<file path="config.mk">
export PLATFORM = sky130hd
export DESIGN_NAME = counter_ctrl
export DESIGN_NICKNAME = d
export VERILOG_FILES = /design/src/rtl/counter_ctrl.sv
export SDC_FILE = /design/constraint.sdc
export NUM_CORES = 1
export LEC_CHECK = 0
export ABC_CLOCK_PERIOD_IN_PS = 1100
export CORE_MARGIN = 3
export CORE_UTILIZATION = 26
export CTS_CLUSTER_DIAMETER = 120
export DETAILED_ROUTE_END_ITERATION = 12
export PLACE_DENSITY_LB_ADDON = 0.05
export RECOVER_POWER = 100
export SYNTH_ARGS = -nofsm -noshare
export SYNTH_HDL_FRONTEND = slang
export SYNTH_SLANG_ARGS = --single-unit
</file>
<file path="constraint.sdc">
create_clock -name i_clock -period 1.1 [get_ports i_clock]
set_clock_uncertainty 0.05 [all_clocks]
set_input_delay 0.22 -clock i_clock [delete_from_list [all_inputs] [get_ports i_clock]]
set_output_delay 0.22 -clock i_clock [all_outputs]
set_load 0.05 [all_outputs]
</file>
<file path="src/rtl/counter_ctrl.sv">
// counter_ctrl: conditions two raw pushbuttons into toggled pause/reverse levels and
// generates the count-enable tick for a downstream 7-segment counter.
// Each button path: 2-flop synchronizer -> debouncer -> registered press pulse -> toggle.
// The press pulse is registered so the output changes DEBOUNCE_CYCLES+3 edges after
// the raw input is first sampled high.
module counter_ctrl #(
  parameter int unsigned DEBOUNCE_CYCLES = 4,
  parameter int unsigned TICK_DIV        = 5
) (
  input  logic i_clock,
  input  logic i_reset,
  input  logic i_btn_pause,
  input  logic i_btn_reverse,
  output logic o_pause,
  output logic o_reverse,
  output logic o_tick
);

  localparam int unsigned CntW = $clog2(DEBOUNCE_CYCLES);
  localparam int unsigned DivW = $clog2(TICK_DIV);
  localparam logic [CntW-1:0] CntMax = CntW'(DEBOUNCE_CYCLES - 1);
  localparam logic [DivW-1:0] DivMax = DivW'(TICK_DIV - 1);

  // Channel 0 = pause, channel 1 = reverse.
  logic [1:0] w_btn_raw;
  logic [1:0] w_level;

  assign w_btn_raw = {i_btn_reverse, i_btn_pause};

  for (genvar g = 0; g < 2; g++) begin : g_chan
    logic            r_sync1;
    logic            r_sync2;
    logic            r_stable;
    logic            r_stable_d;
    logic            r_press;
    logic            r_level;
    logic [CntW-1:0] r_cnt;

    // Synchronize, debounce, register the rising edge of the stable bit, toggle the level.
    always_ff @(posedge i_clock) begin
      if (i_reset) begin
        r_sync1    <= 1'b0;
        r_sync2    <= 1'b0;
        r_stable   <= 1'b0;
        r_stable_d <= 1'b0;
        r_press    <= 1'b0;
        r_level    <= 1'b0;
        r_cnt      <= '0;
      end else begin
        r_sync1 <= w_btn_raw[g];
        r_sync2 <= r_sync1;
        if (r_sync2 == r_stable) begin
          r_cnt <= '0;
        end else if (r_cnt == CntMax) begin
          r_stable <= r_sync2;
          r_cnt    <= '0;
        end else begin
          r_cnt <= r_cnt + 1'b1;
        end
        r_stable_d <= r_stable;
        // Only presses count; releases leave the level alone.
        r_press    <= r_stable & ~r_stable_d;
        if (r_press) begin
          r_level <= ~r_level;
        end
      end
    end

    assign w_level[g] = r_level;
  end

  assign o_pause   = w_level[0];
  assign o_reverse = w_level[1];

  logic [DivW-1:0] r_div;

  // Tick divider: wraps 0..TICK_DIV-1, frozen while paused so resume loses no phase.
  always_ff @(posedge i_clock) begin
    if (i_reset) begin
      r_div <= '0;
    end else if (!o_pause) begin
      if (r_div == DivMax) begin
        r_div <= '0;
      end else begin
        r_div <= r_div + 1'b1;
      end
    end
  end

  assign o_tick = (r_div == DivMax) && !o_pause;

endmodule

</file>
* After elaboration in Yosys (flattened, before gate mapping)
Cells that the tools add are included.
** Storage, ports and cells
- Bits in registers :: 19
- Input port bits :: 4
- Output and inout bits :: 3
- Word-level logic and storage cells :: 38
** Cells by class
- Add/sub/neg operators :: 3
- Eq/ne operators :: 5
- Mux-type cells :: 1
- Bitwise operators :: 8
- Reduce and logical (&&, ||, !) cells :: 6
** Operators with widths (count)
- 1-bit NOT :: 6
- 3-bit OR reduction :: 2
- 2-bit by 1-bit adder with 2-bit output, second input constant :: 2
- 2-bit == test, second input constant :: 2
- 2-bit AND reduction :: 2
- 3-bit by 1-bit adder with 3-bit output, second input constant :: 1
- 3-bit == test, second input constant :: 1
- 3-bit two-way mux :: 1
- 1-bit AND :: 2
- 1-bit == test :: 2
- 1-bit logical AND :: 1
- 1-bit zero test :: 1

* Logic depth before layout (Yosys ltp)
Gate-level depths: netlist of the first run.
- Word-level depth :: 3
- Gate-level depth with buffers :: 5
- Depth with buffers taken out :: 5

* Worst setup path after synthesis of the first run
OpenSTA, ideal clock, no wires.
- Path type :: register to output
- Start point :: register g_chan[0].r_level, in the netlist o_pause
- End point :: output o_tick
- Arrival :: 1.340 ns
- Data required time :: 0.830 ns
- Path slack :: -0.510 ns
- Cell stages (with the launch flop) :: 3
- Path through :: dfxtp_1 > buf_6 > nor2_1
** Between the ends
- Word-level cells in the longest chain between the ends :: 2
** Ends and longest elaborated chain
- from (decl) :: RTL line 36 : logic r_level;
- from (signal assigned) :: RTL line 64 : r_level <= ~r_level;
- 1-bit zero test :: RTL line 90 : assign o_tick = (r_div == DivMax) && !o_pause;
- 1-bit logical AND :: RTL line 90
- to (decl) :: RTL line 16 : output logic o_tick
No other way between the ends.

* Worst setup path after layout of the first run
- Start point :: register r_div[0]
- End point :: output o_tick
** Between the ends
- Word-level cells in the longest chain between the ends :: 2
** Ends and longest elaborated chain
- from (decl) :: RTL line 75 : logic [DivW-1:0] r_div;
- from (signal assigned) :: RTL line 85 : r_div <= r_div + 1'b1;
- 3-bit == test :: RTL line 90
- 1-bit logical AND :: RTL line 90
No other way between the ends.

==> out/qor.txt, run 1 <==
==================================================================================================
Overall Power .......................................................................      1.26 mW
CP startpoint .......................................................................     r_div[0]
Number of buffers added on ports ....................................................            6
Final critical-path setup slack .....................................................      -320 ps
Overflow after GRT ..................................................................            0
Root Driver .........................................................................     clkbuf_4
Clock tree from TritonCTS ...........................................................        built
Routed vias/inst ....................................................................         4.04
Req. time, crit path ................................................................       830 ps
Sequential cell area fraction in the yosys report ...................................        0.562
Unique cell type count in the Yosys netlist .........................................           17
Violations in the final reports ..................................................... negative setup slack
Final number of setup-violating endpoints ...........................................            8
Largest stage delay on the critical path ............................................       350 ps
Largest net degree at the start of global routing ...................................           12
Antenna diodes ......................................................................            0
Initial core utilization ............................................................        0.289
Total via count after detailed routing ..............................................          469
Number of nets in the finished design ...............................................           97
Most common cell after layout, fill and taps aside ..................................      dfxtp_1
Fraction of layout cells with a size suffix above 1 .................................        0.489
Portion of the clock cycle consumed by the worst path in the final layout ...........         1.29
CP Class ............................................................................      reg2out
Half-perimeter wire length after detailed placement .................................       703 um
Placed Area .........................................................................      863 um2
Final hold violation count ..........................................................            0
Peak supply drop ....................................................................     0.655 mV
Final count of pins violating max slew ..............................................            0
Xor/xnor share of the synthesized area ..............................................       0.0518
RSZ-0062 raised after global routing ................................................         true
Measured slew at the worst slew-check pin ...........................................       222 ps
Maximum root-to-sink buffer count ...................................................            2
Number of synthesized register bits .................................................           19
Startpoint class of the critical path ...............................................         flop
Areal power density over the cells ..................................................  1230 nW/um2
Logic gate share of total power .....................................................        0.149
H-Tree Depth ........................................................................            1
Antenna-violating nets left .........................................................            0
Y dimension of the die ..............................................................      57.0 um
Crit. End Element ................................................................... primary output
Setup slack of the most critical reg-to-reg path ....................................      -190 ps
Critical Path Sink ..................................................................       o_tick
YS warnings .........................................................................            0
Later-pin clock latency in the skew report ..........................................       300 ps
Number of max-cap violations ........................................................            0
Number of buffers inserted for hold repair after clock tree synthesis ...............            0
Run status .......................................................................... finished with violations
Area of the die .....................................................................     3250 um2
Area fraction in compound gates after synthesis .....................................       0.0462
Area inside the core boundary .......................................................     2340 um2
Final WL ............................................................................      1.18 mm
Depth of the most critical reg-to-reg path ..........................................            5
Area occupied by multi-input gates ..................................................      335 um2
Max frequency .......................................................................    0.704 GHz
Gate count after technology mapping .................................................           65
Fill cell instance count of the final layout ........................................          225
I/O pin count .......................................................................            7
Worst flop-to-flop path startpoint ..................................................     r_div[0]
Overall track demand over capacity in global routing ................................       0.0785
Initial antenna violation count .....................................................            0
Net switching component of the power ................................................       305 uW
Cell internal power dissipation .....................................................       952 uW
Main combinational cell family by area after synthesis .............................. simple AND/OR/NAND/NOR gates
Cell area after layout ..............................................................     1020 um2
Slowest stage cell on the critical path .............................................      dfxtp_2
Sequential share of power ...........................................................        0.574
Synth-to-layout area growth .........................................................        51.2%
Routability congestion estimate from global placement ...............................        0.676
Number of global-route vias before repair ...........................................          454
Rel. slew slack .....................................................................        0.852
Maximum fanout encountered on the critical timing path ..............................            2
Per-cell routed wire length .........................................................      10.2 um
Top library cells by usage in the layout, fill and taps aside ....................... 13 x dfxtp_1, 11 x buf_4, 8 x nor2b_1, 8 x nor2_1, 5 x dfxtp_2
Register area .......................................................................      390 um2
Wire length of the first global-routing pass ........................................      1.90 mm
Number of buffers inserted during clock tree synthesis ..............................            3
Clock transition time at the flip-flop clock pins of the worst setup and hold paths .       110 ps
Die span in x .......................................................................      57.0 um
Synthesized-area fraction occupied by adder cells ...................................       0.0739
Endpoint of the lowest-slack register-to-register path ..............................     r_div[2]
Switching share of total power ......................................................        0.242
DRC violation count after routing ...................................................            0
Syn_nets ............................................................................           73
Minimum clock period ................................................................      1420 ps
Leakage power summed over all cells .................................................     0.411 nW
Post-Synth Simple-Gate Area .........................................................        0.192
Share of cell area taken by muxes after synthesis ...................................       0.0296
Count of standard-cell rows .........................................................           17
Total negative slack ................................................................      -729 ps
Syn_area_per_cell ...................................................................     10.4 um2
Chain of cells forming the critical path ............................................ inv_2 > ha_4 > nand2_4 > nor2_4 > buf_12
Drt first pass iters ................................................................            3
Number of DRC markers in iteration 0 ................................................            1
Mapped Area .........................................................................      677 um2
Worst EP arrival ....................................................................      1150 ps
Clk network pwr share ...............................................................        0.277
Clock sink total ....................................................................           19
Worst min-delay path class ..........................................................      reg2reg
==================================================================================================
==> metal layers <==
layer,part of all wire,track usage
met4,0.030,0.0695
met5,0,0
met3,0.038,0.0204
met2,0.50,0.127
met1,0.43,0.0833
==> registers in the layout (all words and copies together) (netlist names) <==
| register | cells |
|---|---|
| o_reverse | 1 |
| g_chan.r_stable | 2 |
| r_div | 3 |
| g_chan.r_sync2 | 2 |
| g_chan.r_press | 2 |
| o_pause | 1 |
| g_chan.r_sync1 | 2 |
| g_chan.r_stable_d | 2 |
| g_chan.r_cnt | 4 |
==> layout make-up <==
type                       instances  share of cell area
multi-input combinational         40               0.328
sequential                        19               0.381
clock inverter                     1             0.00489
tap                               28              0.0342
inverter                           4              0.0147
timing repair buffer              21               0.215
clock buffer                       3              0.0220
==> logic make-up after synthesis <==
logic type      Yosys count
xor+xnor                  4
flops                    19
compound gates            5
buf+inv                   6
simple gates             25
mux                       2
fa+ha+maj                 4
==> cell usage after synthesis <==
cell type / n / share of area
a211oi_1: 1 / 0.011
a21oi_1: 2 / 0.015
a21oi_2: 1 / 0.013
buf_6: 1 / 0.017
clkbuf_1: 1 / 0.0055
dfxtp_1: 19 / 0.56
ha_1: 4 / 0.074
inv_1: 4 / 0.022
mux2i_1: 2 / 0.030
nand2_1: 2 / 0.011
nand3b_1: 1 / 0.011
nor2_1: 11 / 0.061
nor2b_1: 8 / 0.074
o21ai_0: 1 / 0.0074
or3_1: 2 / 0.018
or3b_4: 1 / 0.017
xnor2_1: 4 / 0.052
==> power by group through the flow <==
stage          clock, mW  sequential [mW]  combinational [mW]
2_1_floorplan          0            0.735              0.0746
3_5_place_dp           0            0.738               0.117
5_1_grt            0.399            0.724               0.205
4_1_cts            0.372            0.720               0.145
3_3_place_gp           0            0.738               0.114
6_report           0.348            0.721               0.188
==> worst min path at each step <==
stage,cells past startpoint,startpoint,end,slack [ps]
final,1,g_chan[1].r_stable_d,g_chan[1].r_press,340
after global routing,1,g_chan[1].r_stable_d,g_chan[1].r_press,350
after CTS,1,g_chan[1].r_stable_d,g_chan[1].r_press,350
after detailed placement,1,g_chan[0].r_stable_d,g_chan[0].r_press,330
after global placement,1,g_chan[1].r_stable_d,g_chan[1].r_press,320
after floorplan,1,i_reset,g_chan[0].r_sync2,240
==> what timing repair did <==
| item | CTS | global route |
|---|---|---|
| buffers inserted | 8 | 4 |
| endpoints found under the setup margin | 8 | 9 |
| cloned | 0 | 0 |
| pin swaps | 5 | 6 |
| resized for setup | 5 | 13 |
==> critical path, delay by kind of cell (launching register included) <==
kind,cells,cell delay [ps]
AND/OR/NAND/NOR,2,150
buffers and inverters,2,210
adder cells (fa/ha/maj),1,150
flip-flops,1,350
==> metrics by stage <==
step                      hold slack, ps  instances  utilization  setup WS (ps)
after floorplan                      242         65            -          -14.3
after global placement               324        101        0.369           -188
after detailed placement             331        101        0.369           -214
after CTS                            349        113        0.413           -322
after global routing                 355        116        0.437           -376
final                                341        116        0.437           -320
No activity file was read; power rests on OpenSTA's default activity.
==> inputs of run 2 (changes only) <==
--- a/config.mk
+++ b/config.mk
@@ -7,7 +7,7 @@
 export LEC_CHECK = 0
 export ABC_CLOCK_PERIOD_IN_PS = 1100
 export CORE_MARGIN = 3
-export CORE_UTILIZATION = 26
+export CORE_UTILIZATION = 40
 export CTS_CLUSTER_DIAMETER = 120
 export DETAILED_ROUTE_END_ITERATION = 12
 export PLACE_DENSITY_LB_ADDON = 0.05
==> out/qor.txt, run 2 (same netlist as run 1, synthesis figures left out) <==
==================================================================================================
Fraction of layout cells with a size suffix above 1 .................................        0.483   -0.00549
Number of DRC markers in iteration 0 ................................................            4   +3
Drt first pass iters ................................................................            4   +1
Portion of the clock cycle consumed by the worst path in the final layout ...........         1.26   -0.0319
Area occupied by multi-input gates ..................................................      334 um2   -0.37%
Measured slew at the worst slew-check pin ...........................................       211 ps   -10.4 ps
Worst EP arrival ....................................................................      1110 ps   -40 ps
Flip-flop count of the largest register, all copies and words added .................            4   unchanged
Crit. End Element ................................................................... primary output
Met3 usage in global routing ........................................................       0.0460   +0.0256
Total negative slack ................................................................      -622 ps   +107 ps
Critical Path Sink ..................................................................       o_tick
Final WL ............................................................................      1.05 mm   -11%
Clock transition time at the flip-flop clock pins of the worst setup and hold paths .       100 ps   about the same
Slowest stage cell on the critical path .............................................      dfxtp_2
Worst min-delay path class ..........................................................      reg2reg
Req. time, crit path ................................................................       830 ps   about the same
Final hold violation count ..........................................................            0   unchanged
Worst flop-to-flop path startpoint ..................................................     r_div[0]
Overall track demand over capacity in global routing ................................        0.116   +0.0380
Area of the die .....................................................................     2220 um2   -32%
Number of non-filler instances in the completed layout ..............................          105   -9.5%
Rel. slew slack .....................................................................        0.858   +0.00563
Buffer and inverter count on the worst path .........................................            2   unchanged
Minimum clock period ................................................................      1380 ps   -35.0 ps
Startpoint class of the critical path ...............................................         flop
Busiest layer in global routing .....................................................         met2
Later-pin clock latency in the skew report ..........................................       290 ps   about the same
Total via count after detailed routing ..............................................          491   +4.7%
Routed vias/inst ....................................................................         4.68   +16%
Antenna diodes ......................................................................            0   unchanged
Final number of setup-violating endpoints ...........................................            9   +1
M2 GR Usage .........................................................................        0.187   +0.0597
RSZ-0062 raised after global routing ................................................         true
Wire length of the first global-routing pass ........................................      1.68 mm   -11%
CP Class ............................................................................      reg2out
Initial core utilization ............................................................        0.439   +0.150
Per-cell routed wire length .........................................................      10.0 um   -1.9%
Number of max-cap violations ........................................................            0   unchanged
Number of nets in the finished design ...............................................           98   +1.0%
Number of global-route vias before repair ...........................................          440   -3.1%
Endpoint of the lowest-slack register-to-register path ..............................     r_div[2]
Utilization of the core after routing ...............................................        0.641   +0.204
Run status .......................................................................... finished with violations
Antenna-violating nets left .........................................................            0   unchanged
Count of standard-cell rows .........................................................           14   -3
Post-Place Setup Slack ..............................................................      -226 ps   -11.5 ps
Largest registers in the final layout ............................................... g_chan.r_cnt x4, r_div x3
Max frequency .......................................................................    0.722 GHz   +2.5%
Final critical-path setup slack .....................................................      -285 ps   +35.0 ps
Register area .......................................................................      393 um2   +0.64%
Cells after DPL .....................................................................           93   -7.9%
Peak supply drop ....................................................................     0.833 mV   +27%
Number of buffers inserted during clock tree synthesis ..............................            3   unchanged
Violations in the final reports ..................................................... negative setup slack
Maximum root-to-sink buffer count ...................................................            2   unchanged
Number of stages on the worst setup path ............................................            5   unchanged
Setup slack of the most critical reg-to-reg path ....................................       -70 ps   +120 ps
Routability congestion estimate from global placement ...............................        0.604   -11%
Areal power density over the cells ..................................................  1230 nW/um2   about the same
I/O pin count .......................................................................            7   unchanged
Chain of cells forming the critical path ............................................ inv_2 > ha_4 > nand2_4 > nor2_4 > buf_12
H-Tree Depth ........................................................................            1   unchanged
Top library cells by usage in the layout, fill and taps aside ....................... 12 x buf_4, 11 x dfxtp_1, 8 x nor2b_1
Cell family contributing the most delay on the critical path ........................   flip-flops
Register containing the most flip-flops in the final layout ......................... g_chan.r_cnt
Largest net degree at the start of global routing ...................................           12   unchanged
Maximum fanout encountered on the critical timing path ..............................            2   unchanged
Number of buffers added on ports ....................................................            6   unchanged
Initial antenna violation count .....................................................            0   unchanged
Synth-to-layout area growth .........................................................        46.0%
CP startpoint .......................................................................     r_div[0]
Area inside the core boundary .......................................................     1540 um2   -34%
Most common cell after layout, fill and taps aside ..................................        buf_4
Depth of the most critical reg-to-reg path ..........................................            4   -1
Half-perimeter wire length after detailed placement .................................       696 um   -1.0%
Root Driver .........................................................................     clkbuf_4
Final count of pins violating max slew ..............................................            0   unchanged
Leakage power summed over all cells .................................................     0.397 nW   -3.4%
Number of buffers inserted for hold repair after clock tree synthesis ...............            0   unchanged
Die span in x .......................................................................      47.1 um   -17%
Overflow after GRT ..................................................................            0   unchanged
Clock tree from TritonCTS ...........................................................        built
DRC violation count after routing ...................................................            0   unchanged
Routing usage on met1 ...............................................................        0.117   +0.0335
Fill cell instance count of the final layout ........................................          143   -36%
Largest stage delay on the critical path ............................................       340 ps   about the same
Y dimension of the die ..............................................................      47.1 um   -17%
Clock sink total ....................................................................           19   unchanged
==================================================================================================
run 2: how the worst min path moves through the flow:
stage,from,endpoint,slack [ps],cells past startpoint
detailed placement,g_chan[0].r_stable_d,g_chan[0].r_press,320,1
finish,g_chan[0].r_stable_d,g_chan[0].r_press,340,1
global route,g_chan[0].r_stable_d,g_chan[0].r_press,370,1
global placement,g_chan[0].r_stable_d,g_chan[0].r_press,320,1
CTS,g_chan[0].r_stable_d,g_chan[0].r_press,340,1
floorplan,i_reset,g_chan[0].r_sync2,240,1
run 2: through the flow:
stage                     area [um2]  power [mW]  hold WS (ps)
after floorplan                  711       0.810           242
after global placement           866       0.856           322
after detailed placement         866       0.859           325
after CTS                        947        1.23           340
after global routing             988        1.27           373
final                            988        1.21           335
run 2: worst register-to-register path, stage by stage (launching register included):
cell and delay (ps):
dfxtp_2 350, buf_4 120, ha_4 120, or3b_4 360
a21oi_2 110
run 2: power by group:
group	switching, mW	internal, mW
logic	0.0655	0.0888
registers	0.0122	0.707
clock network	0.204	0.135
total	0.282	0.931
run 2: timing repair:
action / in CTS / in global routing
pin swaps: 5 / 4
setup endpoints to repair: 8 / 10
resized for setup: 5 / 11
buffers inserted: 5 / 3
run 2: layout make-up:
class	count	share of cell area
inverter	4	0.0152
tap	16	0.0203
sequential	19	0.397
timing repair buffer	22	0.201
clock inverter	1	0.00506
clock buffer	3	0.0228
multi-input combinational	40	0.338
run 2: routing by layer:
| metal | vias to the layer above | routed length (um) |
|---|---|---|
| met5 | - | 0 |
| met4 | 0 | 40 |
| met1 | 226 | 426 |
| met3 | 4 | 39 |
| li1 | 254 | - |
| met2 | 7 | 544 |
